`config.mk`:
```
export PLATFORM = sky130hd
export DESIGN_NAME = nn_layer_sequencer
export DESIGN_NICKNAME = d
export VERILOG_FILES = /design/src/rtl/nn_layer_sequencer.sv
export SDC_FILE = /design/constraint.sdc
export NUM_CORES = 1
export LEC_CHECK = 0
export ABC_AREA = 1
export ABC_CLOCK_PERIOD_IN_PS = 3850
export CORE_MARGIN = 5
export CORE_UTILIZATION = 50
export CTS_CLUSTER_DIAMETER = 50
export DETAILED_ROUTE_END_ITERATION = 7
export PLACE_DENSITY = 0.74
export SLEW_MARGIN = 0
export SYNTH_ARGS = -nofsm -noshare
export SYNTH_HDL_FRONTEND = slang
export SYNTH_SLANG_ARGS = --single-unit
```
`constraint.sdc`:
```
create_clock -name clk -period 3.85 [get_ports clk]
set_input_delay 0.9625 -clock clk [delete_from_list [all_inputs] [get_ports clk]]
set_output_delay 0.9625 -clock clk [all_outputs]
set_load 0.005 [all_outputs]
```
`src/rtl/nn_layer_sequencer.sv`:
```
// Layer scheduler: for each layer, pulse load_start and wait for load_done, then
// pulse comp_start and wait for comp_done. Reports busy/done/error and run length.
module nn_layer_sequencer #(
  parameter int NUM_LAYERS     = 2,
  parameter int LIDX_W         = 2,
  parameter int TIMEOUT_CYCLES = 1023,
  parameter int TO_W           = 10,
  parameter int CYC_W          = 16
) (
  input  logic              clk,
  input  logic              rst_n,
  input  logic              start,
  input  logic              abort,
  output logic              load_start,
  input  logic              load_done,
  output logic              comp_start,
  input  logic              comp_done,
  output logic [LIDX_W-1:0] layer_idx,
  output logic              busy,
  output logic              done,
  output logic              error,
  output logic [CYC_W-1:0]  run_cycles
);

  typedef enum logic [2:0] {
    IDLE, LOAD_REQ, LOAD_WAIT, COMP_REQ, COMP_WAIT, ERROR
  } state_t;

  localparam logic [TO_W-1:0]   TO_LAST    = TO_W'(TIMEOUT_CYCLES - 1);
  localparam logic [LIDX_W-1:0] LAST_LAYER = LIDX_W'(NUM_LAYERS - 1);

  state_t              state_reg, state_next;
  logic [TO_W-1:0]     to_cnt_reg, to_cnt_next;
  logic [LIDX_W-1:0]   layer_reg, layer_next;
  logic                done_reg, done_next;
  logic [CYC_W-1:0]    cyc_reg, cyc_next;
  logic                start_q, load_done_q, comp_done_q;
  logic                start_rise, load_rise, comp_rise;
  logic                busy_int, timed_out;

  assign start_rise = start & ~start_q;
  assign load_rise  = load_done & ~load_done_q;
  assign comp_rise  = comp_done & ~comp_done_q;

  assign busy_int  = (state_reg == LOAD_REQ) || (state_reg == LOAD_WAIT) ||
                     (state_reg == COMP_REQ) || (state_reg == COMP_WAIT);
  assign timed_out = (to_cnt_reg == TO_LAST);

  always_comb begin
    state_next  = state_reg;
    to_cnt_next = to_cnt_reg;
    layer_next  = layer_reg;
    done_next   = done_reg;
    cyc_next    = cyc_reg;

    if (busy_int && (cyc_reg != '1))
      cyc_next = cyc_reg + 1'b1;

    // abort outranks every done edge and timeout in the active states
    if (busy_int && abort) begin
      state_next = IDLE;
      layer_next = '0;
      done_next  = 1'b0;
    end else begin
      case (state_reg)
        IDLE, ERROR: begin
          if (start_rise) begin
            state_next = LOAD_REQ;
            layer_next = '0;
            done_next  = 1'b0;
            cyc_next   = '0;
          end
        end
        LOAD_REQ: begin
          state_next  = LOAD_WAIT;
          to_cnt_next = '0;
        end
        LOAD_WAIT: begin
          if (load_rise)      state_next  = COMP_REQ;
          else if (timed_out) state_next  = ERROR;
          else                to_cnt_next = to_cnt_reg + 1'b1;
        end
        COMP_REQ: begin
          state_next  = COMP_WAIT;
          to_cnt_next = '0;
        end
        COMP_WAIT: begin
          if (comp_rise) begin
            if (layer_reg == LAST_LAYER) begin
              state_next = IDLE;
              done_next  = 1'b1;
            end else begin
              state_next = LOAD_REQ;
              layer_next = layer_reg + 1'b1;
            end
          end else if (timed_out) begin
            state_next = ERROR;
          end else begin
            to_cnt_next = to_cnt_reg + 1'b1;
          end
        end
        default: state_next = IDLE;
      endcase
    end
  end

  always_ff @(posedge clk) begin
    if (!rst_n) begin
      state_reg   <= IDLE;
      to_cnt_reg  <= '0;
      layer_reg   <= '0;
      done_reg    <= 1'b0;
      cyc_reg     <= '0;
      start_q     <= 1'b0;
      load_done_q <= 1'b0;
      comp_done_q <= 1'b0;
    end else begin
      state_reg   <= state_next;
      to_cnt_reg  <= to_cnt_next;
      layer_reg   <= layer_next;
      done_reg    <= done_next;
      cyc_reg     <= cyc_next;
      start_q     <= start;
      load_done_q <= load_done;
      comp_done_q <= comp_done;
    end
  end

  assign load_start = (state_reg == LOAD_REQ);
  assign comp_start = (state_reg == COMP_REQ);
  assign layer_idx  = layer_reg;
  assign busy       = busy_int;
  assign done       = done_reg;
  assign error      = (state_reg == ERROR);
  assign run_cycles = cyc_reg;

endmodule

```
### Word level (Yosys, flattened, before mapping)

Cells that the tools add are included.

* bits in registers: 35
* output and inout bits: 23

* eq/ne operators: 14
* muxes and demuxes: 22
* bitwise gates (word level): 8
* add/sub/neg operators: 3
* reductions and logical operators: 14

Operator list (number)
* $mux W16: 4
* $mux W10: 3
* $pmux W10 S3: 1
* $add A16 B1 Y16 const B: 1
* $ne A16 B16 Y1 const B: 1
* $pmux W3 S5: 1
* $mux W3: 4
* $reduce_and A4 Y1: 3
* $add A10 B1 Y10 const B: 1
* $eq A10 B10 Y1 const B: 1
* $ne A2 B2 Y1 const B: 5
* $eq A3 B2 Y1 const B: 2
* $eq A3 B3 Y1 const B: 2
* $mux W2: 3
* $reduce_or A2 Y1: 3
* $not A1 Y1: 5
* $mux W1: 4
* $pmux W2 S2: 1
* $and A1 B1 Y1: 3
* $eq A3 B1 Y1 const B: 1
* $logic_not A3 Y1: 1
* $logic_or A1 B1 Y1: 3
* $reduce_bool A3 Y1: 1
* $add A2 B1 Y2 const B: 1
* 5 further kinds: 6

### Logic depth before layout (Yosys ltp)

* depth after elaboration: 9
* mapped depth: 11
* gate-level depth less buffers: 11

### Least setup slack after synthesis

OpenSTA, ideal clock, no wires.

* kind: input to register
* start: input port comp_done
* end: register to_cnt_reg[0]
* required time: 3.735 ns
* library setup time: 0.115 ns
* stages: 9
* arrival: 1.696 ns
* setup slack: 2.039 ns
* path through: inv_1 > nor2_1 > nand3_1 > nand2_1 > nor2_4 > nand2_4 > nand2_1 > nand2_1 > and2_1

* longest elaborated chain between the ends: 3

RTL lines
* start, declared: RTL line 17 `input logic comp_done,`
* $and A1 B1 Y1: RTL line 43 `assign comp_rise = comp_done & ~comp_done_q;`
* $ne A2 B2 Y1 (no source line)
* $reduce_and A4 Y1 (no source line)
* end signal, assigned: RTL line 119 `to_cnt_reg <= to_cnt_next;`
* end, declared: RTL line 33 `logic [TO_W-1:0] to_cnt_reg, to_cnt_next;`

Every way passes these cells.
A chain may end at the register's enable or synchronous reset.

### Final worst setup path

* start: register state_reg[0]
* end: output port busy

* longest elaborated chain between the ends: 4
* elaborated cells on any way between the ends: 7
* classes of those cells: eq/ne: 4; reduce/logical: 3

RTL lines
* start, declared: RTL line 32 `state_t state_reg, state_next;`
* start signal, assigned: RTL line 118 `state_reg <= state_next;`
* $eq A3 B1 Y1 or $eq A3 B2 Y1 (tied branches): RTL line 45 `assign busy_int = (state_reg == LOAD_REQ) || (state_reg == LOAD_WAIT) ||`
* $logic_or A1 B1 Y1 (2 in a row): RTL line 45
* $logic_or A1 B1 Y1 *: RTL line 46 `(state_reg == COMP_REQ) || (state_reg == COMP_WAIT);`
* end, declared: RTL line 19 `output logic busy,`

Mark *: on every way between the ends. The rest lies on a longest branch, timed or not.

==> impl_metrics.json <==
{
  "postCtsHoldBufs": 0,
  "worstSetupStartpointType": "flip-flop",
  "synth_cell_types": 31,
  "async_reset_ff_frac": 0,
  "cts_resized": 0,
  "max_cap_violations": 0,
  "multi_input_area_um2": 1240,
  "largest_reg_flops": 16,
  "die_area_um2": 5680,
  "die_h_um": 75.4,
  "dp_slack_ns": 1.34,
  "syn2layout_area_growth_pct": 21.2,
  "relSlewSlack": 0.712,
  "slowest_stage": "clkdlybuf4s50_1",
  "r2r-start": "run_cycles[0]",
  "synth.avg_cell_area_um2": 6.41,
  "start_util": 0.526,
  "p_int_mw": 0.776,
  "syn_inst": 333,
  "critPathLaunch": "state_reg[0]",
  "synth_nets": 343,
  "slew_viol_final": 0,
  "routed_wl_um": 4860,
  "num_vias": 2105,
  "p_sw_mw": 0.429,
  "first_pass_iters": 4,
  "gr-usage-all-layers": 0.188,
  "setup_viol": 0,
  "synth_top_area_share": 0.328,
  "final.period_utilization": 0.689,
  "grt_pass1_vias": 1880,
  "seq_power_share": 0.351,
  "placementRows": 23,
  "clockRootBuffer": "clkbuf_8",
  "pwr-share-clk": 0.332,
  "synthFlopType": "dfxtp_1",
  "diodes": 0,
  "gp_congestion": 0.895,
  "cts-htree-levels": 2,
  "cts_sinks": 35,
  "status": "complete, no violations",
  "crit_chain": "nor2_2 > nand2_2 > nand2_4 > clkdlybuf4s50_1",
  "synth.most_common_cell": "nand2_1",
  "switching_share": 0.356,
  "ys_ff_latch": 35,
  "synth_enable_flop_cells": 0,
  "fin_ws_ns": 1.20,
  "min-delay-start": "done",
  "dp_hpwl_um": 3640,
  "worst_pin_slew_ns": 0.428,
  "yosysTopAreaCell": "dfxtp_1",
  "nFillCells": 384,
  "io_buffers": 28,
  "tns_ns": 0,
  "ant_nets": 0,
  "numCtsBuffers": 5,
  "io_pins": 29,
  "antenna_found_initial": 0,
  "crit_type": "flip-flop to output pin",
  "skew_ns": 0.00656,
  "clkLatencyLatePin_ns": 0.29,
  "stdcell_area_um2": 2590,
  "placed_area_um2": 2450,
  "hold_class": "flip-flop to flip-flop",
  "ys_top_cells_by_count": "nand2_1 (103), nor2_1 (44), inv_1 (41)",
  "p_leak_nw": 1.01,
  "end_kind": "output pin",
  "viasPerCell": 5.07,
  "ys_seq_area_frac": 0.328,
  "critical_path_required_ns": 2.89,
  "synth.area.top_cells": "dfxtp_1 (33%), nand2_1 (18%), nor2_1 (7.7%)",
  "worstPathMaxFanout": 8,
  "layout-drive-gt1-share": 0.0932,
  "min_period_ns": 2.65,
  "finalNetCount": 374,
  "detail_route.drc_violations": 0,
  "postCtsSetupRepairBufs": 0,
  "vdd_drop_max_v": 0.000248,
  "rsz0062_at_grt": "false",
  "hold_violations": 0,
  "grt_first_pass_wirelength_um": 8350,
  "critPathBufInv": 1,
  "drt_iter0_markers": 215,
  "critical_path.max_stage_delay_ns": 0.52,
  "wl_per_cell_um": 11.7,
  "powerDensity_nw_per_um2": 465,
  "coreArea_um2": 4060,
  "overflow": 0,
  "critPathArrivalTime_ns": 1.69,
  "clkSlewWorstSetupHoldPaths_ns": 0.07,
  "crit_family": "buffers and inverters",
  "yosys_warnings": 0,
  "netlist_area_um2": 2140,
  "die_w_um": 75.4,
  "grt_max_degree": 14,
  "seq_area_um2": 701,
  "cts_tree": "yes",
  "pwr-share-comb": 0.316,
  "cts_max_path_buffers": 2,
  "max_freq_ghz": 0.377
}
-- per-stage QoR --
step	cells	utilization	power, mW	hold WS (ns)
after global routing	415	0.638	1.28	0.493
after floorplan	333	-	0.715	0.442
after global placement	407	0.604	0.806	0.441
final	415	0.638	1.20	0.451
after CTS	415	0.638	1.22	0.456
after detailed placement	407	0.604	0.811	0.445
-- tightest hold or removal path, cell delays in order (launching register included) --
cell and delay, ns:
dfxtp_1 0.31, inv_1 0.05, a21oi_1 0.05
-- cell usage in the layout, fill, tap and decap left out, drive strengths merged --
cell type | netlist | routed
nand2 | 114 | 114
a21oi | 27 | 27
o21bai | 1 | 1
nand3 | 16 | 16
clkinvlp | 0 | 1
nand4 | 7 | 7
nor2 | 52 | 52
bufinv | 0 | 2
o22ai | 1 | 1
clkdlybuf4s50 | 0 | 28
and2 | 1 | 1
dfxtp | 35 | 35
nor3b | 1 | 1
xor2 | 2 | 2
xnor2 | 7 | 7
nor3 | 1 | 1
a31oi | 2 | 2
inv | 45 | 45
clkbuf | 0 | 5
o2111ai | 1 | 1
ha | 4 | 4
o21ai | 12 | 12
-- power by group through the flow --
stage | sequential [mW] | combinational, mW | clock [mW]
2_1_floorplan | 0.424 | 0.292 | 0
3_3_place_gp | 0.429 | 0.377 | 0
3_5_place_dp | 0.430 | 0.381 | 0
4_1_cts | 0.423 | 0.381 | 0.412
5_1_grt | 0.427 | 0.429 | 0.424
6_report | 0.423 | 0.381 | 0.400
-- cells by family (layout without fill, tap and decap cells) --
kind of cell,Yosys count,count (layout),share of synthesized area
simple gates,192,192,0.409
xor+xnor,9,9,0.0369
flops,35,35,0.328
compound gates,44,44,0.110
buf+inv,49,81,0.0926
fa+ha+maj,4,4,0.0234
-- final timing paths --
check,cells after the start,end,slack [ns]
worst max-delay path,4,busy,1.20
worst min-delay path,2,done,0.45
worst max register to register,10,run_cycles[15],1.88
worst min register to register,2,done,0.45
-- layout make-up --
class / count / share of cell area
flip-flops and latches: 35 / 0.271
inverters: 45 / 0.0662
well taps: 50 / 0.0242
multi-input cells: 249 / 0.478
clock buffers: 5 / 0.0266
repair buffers: 28 / 0.108
clock inverters: 3 / 0.0261
-- layer usage --
layer	track usage	vias up	part of all wire
met5	0	-	0
met4	0.0583	0	0.018
met3	0.0435	10	0.056
met2	0.294	51	0.45
met1	0.258	935	0.48
li1	-	1109	-
(Power assumes the default switching activity.)
